===== config.mk =====
export PLATFORM = sky130hd
export DESIGN_NAME = spi_load_ctrl
export DESIGN_NICKNAME = d
export VERILOG_FILES = /design/src/rtl/spi_pkg.sv /design/src/rtl/spi_shifter.sv /design/src/rtl/spi_load_ctrl.sv
export SDC_FILE = /design/constraint.sdc
export NUM_CORES = 1
export LEC_CHECK = 0
export CORE_ASPECT_RATIO = 2
export CORE_MARGIN = 1.5
export CORE_UTILIZATION = 44
export CTS_CLUSTER_SIZE = 14
export DETAILED_ROUTE_END_ITERATION = 7
export GPL_ROUTABILITY_DRIVEN = 0
export PLACE_DENSITY = 0.82
export SYNTH_ARGS = -nofsm -noshare
export SYNTH_HDL_FRONTEND = slang
export SYNTH_SLANG_ARGS = --single-unit

===== constraint.sdc =====
create_clock -name clk -period 1.85 [get_ports clk]
set_input_delay 0.185 -clock clk [delete_from_list [all_inputs] [get_ports clk]]
set_output_delay 0.185 -clock clk [all_outputs]
set_load 0.01 [all_outputs]

===== src/rtl/spi_pkg.sv =====
// rtl/spi_pkg.sv - shared types and constants for the SPI load controller
package spi_pkg;

    localparam int DATA_W_DEF  = 8;
    localparam int ADDR_W_DEF  = 4;
    localparam int DMEM_SZ_DEF = 15;
    localparam int FRAME_W     = 1 + ADDR_W_DEF + DATA_W_DEF;

    localparam logic CMD_WR = 1'b1;
    localparam logic CMD_RD = 1'b0;

    typedef enum logic [2:0] {
        ST_IDLE,
        ST_RUN,
        ST_SHIFT,
        ST_COMMIT,
        ST_READ,
        ST_WAIT_REL
    } state_t;

endpackage


===== src/rtl/spi_shifter.sv =====
// rtl/spi_shifter.sv - serial-in frame register and parallel-load serial-out readback register
module spi_shifter import spi_pkg::*; #(
    parameter int FW = FRAME_W,
    parameter int DW = DATA_W_DEF
) (
    input  logic          clk,
    input  logic          rst,
    input  logic          start,
    input  logic          shift,
    input  logic          bit_in,
    input  logic          load,
    input  logic          out_shift,
    input  logic [DW-1:0] load_data,
    output logic [FW-1:0] frame,
    output logic          out_bit
);

    logic [DW-1:0] out_sr;

    // start clears leftovers of the previous frame so short read frames decode cleanly
    always_ff @(posedge clk) begin
        if (rst) begin
            frame  <= '0;
            out_sr <= '0;
        end else begin
            if (start) begin
                frame <= FW'(bit_in);
            end else if (shift) begin
                frame <= {frame[FW-2:0], bit_in};
            end
            if (load) begin
                out_sr <= load_data;
            end else if (out_shift) begin
                out_sr <= {out_sr[DW-2:0], 1'b0};
            end
        end
    end

    assign out_bit = out_sr[DW-1];

endmodule


===== src/rtl/spi_load_ctrl.sv =====
// rtl/spi_load_ctrl.sv - SPI-slave frame controller and dcache-port arbiter
module spi_load_ctrl import spi_pkg::*; #(
    parameter int DATA_W  = DATA_W_DEF,
    parameter int ADDR_W  = ADDR_W_DEF,
    parameter int DMEM_SZ = DMEM_SZ_DEF
) (
    input  logic              clk,
    input  logic              rst,
    input  logic              run_req,
    input  logic              csi_n,
    input  logic              csd_n,
    input  logic              mosi,
    output logic              miso,
    output logic              core_run,
    input  logic [ADDR_W-1:0] core_dc_addr,
    input  logic [DATA_W-1:0] core_dc_wdata,
    input  logic              core_dc_wen,
    output logic [ADDR_W-1:0] dc_addr,
    output logic [DATA_W-1:0] dc_wdata,
    output logic              dc_wen,
    input  logic [DATA_W-1:0] dc_rdata,
    output logic [ADDR_W-1:0] ic_addr,
    output logic [DATA_W-1:0] ic_wdata,
    output logic              ic_wen,
    output logic              frame_err
);

    localparam int FW = 1 + ADDR_W + DATA_W;
    localparam int CW = $clog2(FW + 1);
    localparam logic [ADDR_W:0] DMEM_LIM      = (ADDR_W + 1)'(DMEM_SZ);
    localparam logic [CW-1:0]   CNT_ADDR_END  = CW'(1 + ADDR_W);
    localparam logic [CW-1:0]   CNT_FRAME_END = CW'(FW);

    state_t        state, state_d;
    logic [CW-1:0] bit_cnt, cnt_d;
    logic          err_q, err_d;
    logic          is_ic_q, is_ic_d;
    logic          csi_q, csd_q;

    logic          sh_start, sh_shift, sh_load, sh_out_shift;
    logic [FW-1:0] frame;
    logic          out_bit;

    spi_shifter #(.FW(FW), .DW(DATA_W)) u_shifter (
        .clk       (clk),
        .rst       (rst),
        .start     (sh_start),
        .shift     (sh_shift),
        .bit_in    (mosi),
        .load      (sh_load),
        .out_shift (sh_out_shift),
        .load_data (dc_rdata),
        .frame     (frame),
        .out_bit   (out_bit)
    );

    // Previous cs levels reset low: a cs already low after reset is a stale frame, not a start.
    logic fall_i, fall_d, any_fall, any_low, both_low, both_high, act_cs_high;
    assign fall_i      = csi_q & ~csi_n;
    assign fall_d      = csd_q & ~csd_n;
    assign any_fall    = fall_i | fall_d;
    assign any_low     = ~csi_n | ~csd_n;
    assign both_low    = ~csi_n & ~csd_n;
    assign both_high   = csi_n & csd_n;
    assign act_cs_high = is_ic_q ? csi_n : csd_n;

    always_ff @(posedge clk) begin
        if (rst) begin
            state   <= ST_IDLE;
            bit_cnt <= '0;
            err_q   <= 1'b0;
            is_ic_q <= 1'b0;
            csi_q   <= 1'b0;
            csd_q   <= 1'b0;
        end else begin
            state   <= state_d;
            bit_cnt <= cnt_d;
            err_q   <= err_d;
            is_ic_q <= is_ic_d;
            csi_q   <= csi_n;
            csd_q   <= csd_n;
        end
    end

    always_comb begin
        state_d      = state;
        cnt_d        = bit_cnt;
        err_d        = 1'b0;
        is_ic_d      = is_ic_q;
        sh_start     = 1'b0;
        sh_shift     = 1'b0;
        sh_load      = 1'b0;
        sh_out_shift = 1'b0;
        case (state)
            ST_IDLE: begin
                if (run_req) begin
                    state_d = ST_RUN;
                    err_d   = any_fall;
                end else if (both_low && any_fall) begin
                    err_d   = 1'b1;
                    state_d = ST_WAIT_REL;
                end else if (any_fall) begin
                    state_d  = ST_SHIFT;
                    sh_start = 1'b1;
                    cnt_d    = CW'(1);
                    is_ic_d  = ~csi_n;
                end else if (any_low) begin
                    state_d = ST_WAIT_REL;
                end
            end
            ST_RUN: begin
                err_d = any_fall;
                if (!run_req) state_d = ST_IDLE;
            end
            ST_SHIFT: begin
                if (act_cs_high) begin
                    err_d   = 1'b1;
                    state_d = ST_IDLE;
                end else begin
                    sh_shift = 1'b1;
                    cnt_d    = bit_cnt + 1'b1;
                    // the cmd bit sits just above the three address bits already received
                    if (cnt_d == CNT_ADDR_END && frame[ADDR_W-1] == CMD_RD) begin
                        if (is_ic_q) begin
                            err_d   = 1'b1;
                            state_d = ST_WAIT_REL;
                        end else begin
                            state_d = ST_READ;
                        end
                    end else if (cnt_d == CNT_FRAME_END) begin
                        state_d = ST_COMMIT;
                    end
                end
            end
            ST_COMMIT: begin
                state_d = both_high ? ST_IDLE : ST_WAIT_REL;
            end
            ST_READ: begin
                if (act_cs_high) begin
                    err_d   = 1'b1;
                    state_d = ST_IDLE;
                end else begin
                    cnt_d = bit_cnt + 1'b1;
                    if (bit_cnt == CNT_ADDR_END) sh_load = 1'b1;
                    else sh_out_shift = 1'b1;
                    if (bit_cnt == CNT_FRAME_END) state_d = ST_WAIT_REL;
                end
            end
            ST_WAIT_REL: begin
                if (both_high) state_d = ST_IDLE;
            end
            default: state_d = ST_IDLE;
        endcase
    end

    logic [ADDR_W-1:0] fr_addr, ld_addr;
    logic [DATA_W-1:0] fr_data;
    logic              in_commit, addr_ok, ld_wen;

    assign fr_addr   = frame[DATA_W +: ADDR_W];
    assign fr_data   = frame[DATA_W-1:0];
    assign in_commit = (state == ST_COMMIT) && (frame[FW-1] == CMD_WR);
    assign addr_ok   = {1'b0, fr_addr} < DMEM_LIM;
    assign ld_wen    = in_commit & ~is_ic_q & addr_ok;
    assign ld_addr   = (state == ST_READ) ? frame[ADDR_W-1:0] : fr_addr;

    assign core_run  = (state == ST_RUN);
    assign dc_addr   = core_run ? core_dc_addr  : ld_addr;
    assign dc_wdata  = core_run ? core_dc_wdata : fr_data;
    assign dc_wen    = core_run ? core_dc_wen   : ld_wen;

    assign ic_addr   = fr_addr;
    assign ic_wdata  = fr_data;
    assign ic_wen    = in_commit & is_ic_q;

    assign frame_err = err_q | (in_commit & ~is_ic_q & ~addr_ok);
    assign miso      = (state == ST_READ && bit_cnt != CNT_ADDR_END) ? out_bit : 1'b0;

endmodule


# == Word-level counts from Yosys, hierarchy flattened ==
# Index checks and enable logic that the tools add are counted.
# Widths: inputs -> output; s select.
# totals
regBits,32
inputBits,27
output_inout_bits,29
elab_cells,109
# classes
reduce_logical,13
n_lt_le_gt_ge,1
bitwise_logic,18
n_eq_ne,19
n_addsub,1
n_mux,48
# op_table
operator,count
$mux 3,12
$mux 1,24
$mux 4,6
$mux 8,3
$pmux 3 s6,1
$ne 2x2->1 const B,6
$reduce_and 5->1,2
$and 1x1->1,8
$eq 4x3->1 const B,2
$eq 4x4->1 const B,2
$pmux 4 s2,1
$not 1->1,7
$eq 3x2->1 const B,2
$eq 3x3->1 const B,2
$reduce_bool 2->1,3
$ne 5x5->1 const B,1
$add 4x1->4 const B,1
$logic_and 1x1->1,4
$lt 4x4->1 const B,1
$ne 4x3->1 const B,1
$ne 4x4->1 const B,1
$pmux 1 s4,1
$reduce_and 4->1,1
$reduce_or 2->1,2
other kinds (4),6

# == Depth between registers and ports, before layout ==
# depth
depth_word,8
mapped_depth,7
ltp_nobuf,6

# == Modules after synthesis ==
# Synthesis repeated with hierarchy kept, for this count alone.
# unflattened
hier_cells,223
hier_area_um2,2020.7
# by_module_without_submodules
mod,seq_area_each_um2,cells_per_inst,instances,area_per_inst_um2
spi_load_ctrl,220.2,143,1,1144.8
spi_shifter,420.4,80,1,875.8

# == Worst setup path after synthesis ==
# No wires, ideal clock.
# synth_timing
path_type,reg2out
startpoint,reg state[0]
endpoint,out dc_wdata[1]
arrival_ns,1.653
setup_slack_ns,0.012
n_path_buf,3
stages_incl_launch_ff,6
required_time_ns,1.665
path_cell_list,dfxtp_1 -> buf_2 -> buf_2 -> nor3b_1 -> buf_2 -> mux2_2
# synth_via
elab_chain_len,2
# synth_rtl
element,line_no,rtl
start: declaration,spi_load_ctrl.sv:34,"state_t state, state_d;"
start signal: assignment,spi_load_ctrl.sv:76,state <= state_d;
$eq 3x1->1,spi_load_ctrl.sv:167,assign core_run = (state == ST_RUN);
named net core_run,spi_load_ctrl.sv:14,"output logic core_run,"
$mux 8,spi_load_ctrl.sv:169,assign dc_wdata = core_run ? core_dc_wdata : fr_data;
end: declaration,spi_load_ctrl.sv:19,"output logic [DATA_W-1:0] dc_wdata,"
# The timed path passes the listed nets, and every way through them passes these cells.

# == Worst setup path after layout ==
# layout_timing
startpoint,reg state[0]
endpoint,reg state[0]
# layout_via
elab_chain_len,3
word_cells_on_any_way,13
classes_between,eq/ne (10); mux (1); reduce/logical (2)
# layout_rtl
element,line_no,rtl
"$eq 3x2->1, or another cell as far along",spi_load_ctrl.sv:94,case (state)
"$ne 4x4->1 (no line), or another cell as far along",--,
$reduce_and 5->1 (no line),--,
# Parallel ways exist; a longest one is shown, timed or not.
# A chain may end at the register's enable or synchronous reset.

==> flow_summary.toml <==
[synth]
yosysTopAreaCell = "dfxtp_1"
synthCells = 265
syn-cell-area_um2 = 2069
synth-seq-area-share_pct = 30.96
synth_top_family_by_area = "simple AND/OR/NAND/NOR gates"
syn_nets = 295
synth_ff_type = "dfxtp_1"
yosys.area_share.simple_pct = 28.54
synth_async_sr_flop_share_pct = 0
ys_warn_count = 0
synth_seq_cells = 32
synth_area_per_cell_um2 = 7.809
synthAdderAreaFrac_pct = 1.814
synth-edff-count = 0
ys_top_cells_by_area = "dfxtp_1 (31%), nand2_1 (9.8%), a21oi_1 (5.8%)"
synth-xor-area-share_pct = 1.693
yosys.area.top_type_share_pct = 30.96
synth_compound_area_share_pct = 20.19
synth_cell_types = 50
synth_mux_area_share_pct = 6.469

[clock_network]
clk_pin_slew_ps = 70
root_buffer = "clkbuf_8"
cts.sinks = 32
cts-buffers-inserted = 5
clockBufferDepth = 2
holdBufCountCts = 0
cts_max_level = 2
clock_latency_ps = 280
cts_tree = "yes"

[die]
dieArea_um2 = 5149
core_region_area_um2 = 4554
initial_core_util_pct = 45.44
die_w_um = 51.50
dieHeight_um = 99.99
num_rows = 35
io_pins = 56

[place]
place_area_um2 = 2810
numPortBuffers = 55
hpwlAfterDp_mm = 4.126
dpl.cell_count = 380

[sta]
fin_crit_ps = 1855
worstMarginPinSlew_ps = 444.9
rsz0062_at_grt = "true"
finalSetupViolCount = 1
timing.final.ws_setup_ps = -4.839
period_share_pct = 100.3
max_freq_ghz = 0.5391
finalClockSkew_ps = 3.811
hold_violations = 0
drv_slew = 0
relSlewSlack_pct = 70.11

[power_and_ir_drop]
irDropWorstVdd_uv = 1034
p_leak_nw = 1.186
p_per_area_nw_per_um2 = 937.0
fin_total_pwr_mw = 2.876

[drt]
first_iter_violations = 54
dr.pass1.iters = 4
ant_nets = 0
num_vias = 2126
drt-total-wl_mm = 5.613
routedWlPerCell_um = 14.21
avgViaCountPerCell = 5.382
drc = 0

[global_routing]
grt_pass1_vias = 2139
globalRoute.totalOverflow = 0
track_usage_pct = 22.72
grt_pass1_wl_mm = 9.101
grt_max_degree = 18
antenna_found_initial = 0

[finish]
areaGrowthSynthToFinish_pct = 48.31
multi_input_area_um2 = 1314
final_nets = 370
regArea_um2 = 649.4
layout.cells.non_filler = 395
drive_gt1_share_pct = 26.47
fillers = 373
diodes = 0
final_area_um2 = 3069

[worst_setup_path]
crit_type = "flip-flop to flip-flop"
critPathCaptureType = "flip-flop"
r2r_end = "state[0]$_SDFFE_PP0P_"
cp_data_required_time_ps = 2030
reg2reg_slack_ps = -5
crit_fanout = 11
cp_data_arrival_time_ps = 2040
rr_startpoint = "state[0]$_SDFFE_PP0P_"
crit_path_start_kind = "flip-flop"
worst-r2r-cell-count = 7

[min_path]
hold_class = "primary input to flip-flop"
hold_path_end = "u_shifter.out_sr[0]$_SDFFE_PP0P_"
hp-start = "dc_rdata[0]"
hold_path_depth = 3

[status]
status = "finished, violations left"
violations = "negative setup slack"

[run]
drv_cap = 0
[worst max path at each step]
stage | from | end | slack [ps] | cells past startpoint
6_report | state[0]$_SDFFE_PP0P_ | state[0]$_SDFFE_PP0P_ | -5 | 7
5_1_grt | state[0]$_SDFFE_PP0P_ | bit_cnt[1]$_SDFFE_PP0P_ | -60 | 7
4_1_cts | state[0]$_SDFFE_PP0P_ | dc_addr[3] | -80 | 7
3_5_place_dp | csi_n | bit_cnt[1]$_SDFFE_PP0P_ | -180 | 6
3_3_place_gp | csi_n | bit_cnt[1]$_SDFFE_PP0P_ | -110 | 6
2_1_floorplan | state[0]$_SDFFE_PP0P_ | dc_wdata[1] | 10 | 5
[state kept, by name, summed over array words and instances (netlist names)]
| name | cells |
|---|---|
| u_shifter.out_sr | 8 |
| state | 3 |
| err_q | 1 |
| csi_q | 1 |
| is_ic_q | 1 |
| csd_q | 1 |
| u_shifter.frame | 13 |
| bit_cnt | 4 |
[synth_stat cells, types with 3 or more instances]
cell type and count:
nand2_1 54, dfxtp_1 32, a21oi_1 24, nor2_1 23
buf_4 15, a311oi_1 9, buf_2 9, mux2_2 8
clkbuf_1 6, inv_1 6, nand3_1 6, nor2b_1 6
a22o_1 5, o21ai_0 5, nand2b_1 4, a211oi_1 3
and3_1 3, ha_1 3, nand3b_1 3
[through the flow]
step                      setup slack (ps)  setup TNS [ps]  hold slack [ps]  util, %
final                               -4.839          -4.839            472.7    67.39
after global routing                -61.86          -667.7            489.8    67.39
after CTS                           -76.76          -76.76            472.0    65.44
after detailed placement            -178.4           -2533            468.6    61.70
after global placement              -107.0           -1181            454.9    61.70
after floorplan                      11.95               0            336.9        -
[cells in the final DEF (no fill, tap or decap), types with 6 or more instances in the layout]
master / n
buf_4: 37
dlygate4sd2_1: 8
nand2_1: 54
clkdlybuf4s50_1: 38
inv_1: 6
nor2_1: 22
a311oi_1: 7
a21oi_1: 24
buf_6: 6
nand3_1: 6
dfxtp_1: 27
[critical path, cell delays in order (launching register included)]
cell       delay, ps
dfxtp_2          340
buf_12           140
buf_6            130
or3_4            430
nor3_4           250
buf_4            160
a2111oi_4         50
o32ai_2          270
[area by class of cell]
| class | count | area share [%] |
|---|---|---|
| Multi-Input combinational cell | 196 | 42.80 |
| Tap cell | 55 | 2.242 |
| Sequential cell | 32 | 21.16 |
| Clock buffer | 5 | 2.242 |
| Clock inverter | 2 | 0.4077 |
| Inverter | 6 | 0.7338 |
| Timing Repair Buffer | 99 | 30.41 |
[repair_timing]
item                       4_1_cts  5_1_grt
setup endpoints to repair       20       14
gates resized for setup         47       18
pin swaps                        2       12
buffers inserted                 3        6
[cells by family (layout without fill, tap and decap cells)]
family                     count (synthesis)  in the layout
adders and majority gates                  3              3
AOI/OAI and AO/OA                         59             59
xor gates and xnor gates                   4              4
and+or+nand+nor                          119            119
muxes                                     11             11
DFF                                       32             32
buffers and inverters                     37            112
[report_power, final]
part | leakage (nW) | switching [mW] | internal [mW]
combinational | 0.884 | 0.705 | 0.859
clock | 0.0400 | 0.254 | 0.254
sequential | 0.262 | 0.0488 | 0.755
total | 1.19 | 1.01 | 1.87
[metal layers]
metal  routed length [um]  global-route usage (%)  vias to the layer above  share of wire [%]
met2                 3229                   43.29                       64                 58
met1                 1985                   22.05                      983                 35
met5                    0                       0                        -                  0
met4                  196                   12.35                        0                3.5
met3                  202                   3.423                       18                3.6
li1                     -                       -                     1061                  -
Note: power is estimated with default switching activity, not from simulation.
==> RTL edit: new RTL, config.mk and constraints unchanged <==
Add an input register stage for `core_dc_wdata`; this delays it by one clock. The other inputs are not delayed to match.
--- a/src/rtl/spi_load_ctrl.sv
+++ b/src/rtl/spi_load_ctrl.sv
@@ -30,6 +30,12 @@
     localparam logic [ADDR_W:0] DMEM_LIM      = (ADDR_W + 1)'(DMEM_SZ);
     localparam logic [CW-1:0]   CNT_ADDR_END  = CW'(1 + ADDR_W);
     localparam logic [CW-1:0]   CNT_FRAME_END = CW'(FW);
+
+    logic [DATA_W-1:0] core_dc_wdata_q;
+
+    always_ff @(posedge clk) begin
+        core_dc_wdata_q <= core_dc_wdata;
+    end
 
     state_t        state, state_d;
     logic [CW-1:0] bit_cnt, cnt_d;
@@ -166,7 +172,7 @@
 
     assign core_run  = (state == ST_RUN);
     assign dc_addr   = core_run ? core_dc_addr  : ld_addr;
-    assign dc_wdata  = core_run ? core_dc_wdata : fr_data;
+    assign dc_wdata  = core_run ? core_dc_wdata_q : fr_data;
     assign dc_wen    = core_run ? core_dc_wen   : ld_wen;
 
     assign ic_addr   = fr_addr;
Formal check against the unedited RTL: not equivalent (Yosys sat finds a counterexample within 4 cycles, from zero or initial values and one cycle with rst high).
==> RTL edit against the unedited design <==
  * Via count grew 1.4%
  * Total power shrank 4.4%
  * Routed wire length grew 1.7%
  * Final area is essentially flat
  * Setup slack lost 0.084 ns
  * Largest cell class unchanged
  * The flow still finishes with violations (negative setup slack)
  * First-iteration DRC count shrank 17%
  * Area after synthesis grew 0.18%
  * Non-clock buffer count grew 1
  * Fmax shrank 4.3%
  * Combinational power shrank 26%
  * Critical path type unchanged
  * Sequential cell count grew 8
  * Worst hold slack lost 0.15 ns
  * Clock skew grew 0.0039 ns
==> RTL edit: results (changes against the unedited design) <==
* Wire length on met1: 2.06 mm (was 1.99 mm)
- Iteration-0 DRC Markers: 45 (was 54)
* Met3 Wirelength: 221 µm (was 202 µm)
- Reg-to-reg startpoint: bit_cnt[0]$_SDFFE_PP0P_ (was state[0]$_SDFFE_PP0P_)
- Registers with the highest flip-flop counts: u_shifter.frame (13), core_dc_wdata_q (8), u_shifter.out_sr (8) (was u_shifter.frame (13), u_shifter.out_sr (8), bit_cnt (4))
- FF+latch area: 815 µm² (was 649 µm²)
- Pin count of the biggest net entering global routing: 15 (was 18)
* Violations in the final reports: negative setup slack (unchanged)
- The maximum vdd ir drop is 0.534 mV (was 1.03 mV).
- The worst-case headroom to the max-slew limit came to 75.4% (was 70.1%).
- First-pass GRT wire length: 9.47 mm (was 9.10 mm)
* WL met2: 3.26 mm (was 3.23 mm)
* Fraction of standard cell area in multi-input logic: 38.4% (was 42.8%)
- Fraction of layout instances using a drive strength above 1: 28.9% (was 26.5%)
- The clock distribution area overhead in the final layout is 3.02% (was 2.65%).
- Hold-critical path endpoint: core_dc_wdata_q[3]$_DFF_P_ (was u_shifter.out_sr[0]$_SDFFE_PP0P_)
* Final number of setup-violating endpoints: 5 (was 1)
- Wirelength per Cell: 14.5 µm (was 14.2 µm)
* Netlist cell types: 49 (was 50)
- Setup WS post-layout: -0.0888 ns (was -0.00484 ns)
- Non-clock buffer share of cell area: 28.8% (was 30.4%)
- Filler cells: 358 (was 373)
- Post-route standard cell area excluding fillers: 3070 µm² (about the same)
* Cell with the biggest individual delay on the critical path: or4_4 (was or3_4)
- Capturing point of the worst reg2reg path: err_q$_SDFF_PP0_ (was state[0]$_SDFFE_PP0P_)
* Total routing usage reported by global routing: 23.7% (was 22.7%)
- The met1 routing resource usage after global routing was 23.1% (was 22.0%).
- The placed wire-length estimate after detailed placement came to 4.25 mm (was 4.13 mm).
- The synthesis-stage register bit count came to 40 (was 32).
* Clkbuf count: 6 (was 5)
- Multi-input combinational gate total: 183 (was 196)
- The post-synthesis net count came to 287 (was 295).
* Crit-path max FO: 3 (was 11)
- Result of the run: complete, but fails checks (unchanged).
- The total negative slack for setup checks is -0.104 ns (was -0.00484 ns).
- Fraction of the yosys area taken by sequential cells: 38.6% (was 31.0%)
- Number of global-route vias before repair: 2,107 (was 2,139)
* Clock latency at the later pin of the worst-skew pair: 0.30 ns (was 0.28 ns)
- Data arrival time of the critical path: 2.15 ns (was 2.04 ns)
- Routed vias: 2,156 (was 2,126)
- Largest cells by area after synthesis: dfxtp_1 (39%), nand2_1 (8.5%), a21oi_1 (6.3%) (was dfxtp_1 (31%), nand2_1 (9.8%), a21oi_1 (5.8%)).
* Number of buffers outside the clock class in the layout: 100 (was 99)
* Clk_skew: 0.00769 ns (was 0.00381 ns)
* Placed Area: 2870 µm² (was 2810 µm²)
* Top cells by count, synth: nand2_1 (47), dfxtp_1 (40), a21oi_1 (26) (was nand2_1 (54), dfxtp_1 (32), a21oi_1 (24))
==> RTL edit: cell types whose count changed in the layout (fill, tap and decap cells not counted), moves of 4 or more <==
cell	delta
nor2_1	-9
clkdlybuf4s15_1	-4
dfxtp_1	+8
a22o_1	-4
clkbuf_2	+5
mux2_2	+4
o22ai_1	+7
buf_6	-4
nand2_1	-7
buf_4	+4
==> RTL edit: cells by family (layout without fill, tap and decap cells) <==
group,after synthesis,in the layout,synth area share [%]
AND/OR/NAND/NOR,97,97,22.8
AO/OA/AOI/OAI,72,72,22.6
flip-flops,40,40,38.6
buffers and inverters,34,116,8.39
multiplexers,10,10,5.37
adder cells (fa/ha/maj),3,3,1.81
XOR/XNOR,1,1,0.423
==> RTL edit: what timing repair did <==
action | CTS | global route
gates resized for setup | 29 | 28
pin swaps | 1 | 5
gates cloned | 0 | 0
buffers inserted | 2 | 5
endpoints found under the setup margin | 18 | 23
==> RTL edit: stage by stage <==
step | cells | setup slack, ns | util, % | hold slack, ns | power, mW
after floorplan | 257 | -0.0119 | - | 0.213 | 1.57
after detailed placement | 380 | -0.166 | 63.1 | 0.452 | 2.12
after CTS | 390 | -0.0810 | 65.9 | 0.322 | 2.71
after global placement | 380 | -0.102 | 63.1 | 0.446 | 2.09
after global routing | 394 | -0.167 | 67.4 | 0.321 | 2.90
final | 394 | -0.0888 | 67.4 | 0.327 | 2.75
==> RTL edit: power groups by stage <==
stage          logic (mW)  registers (mW)  clock network (mW)
3_3_place_gp         1.11           0.979                   0
3_5_place_dp         1.14           0.982                   0
6_report             1.16           0.978               0.611
4_1_cts              1.13           0.970               0.617
2_1_floorplan       0.591           0.974                   0
5_1_grt              1.26           0.986               0.658
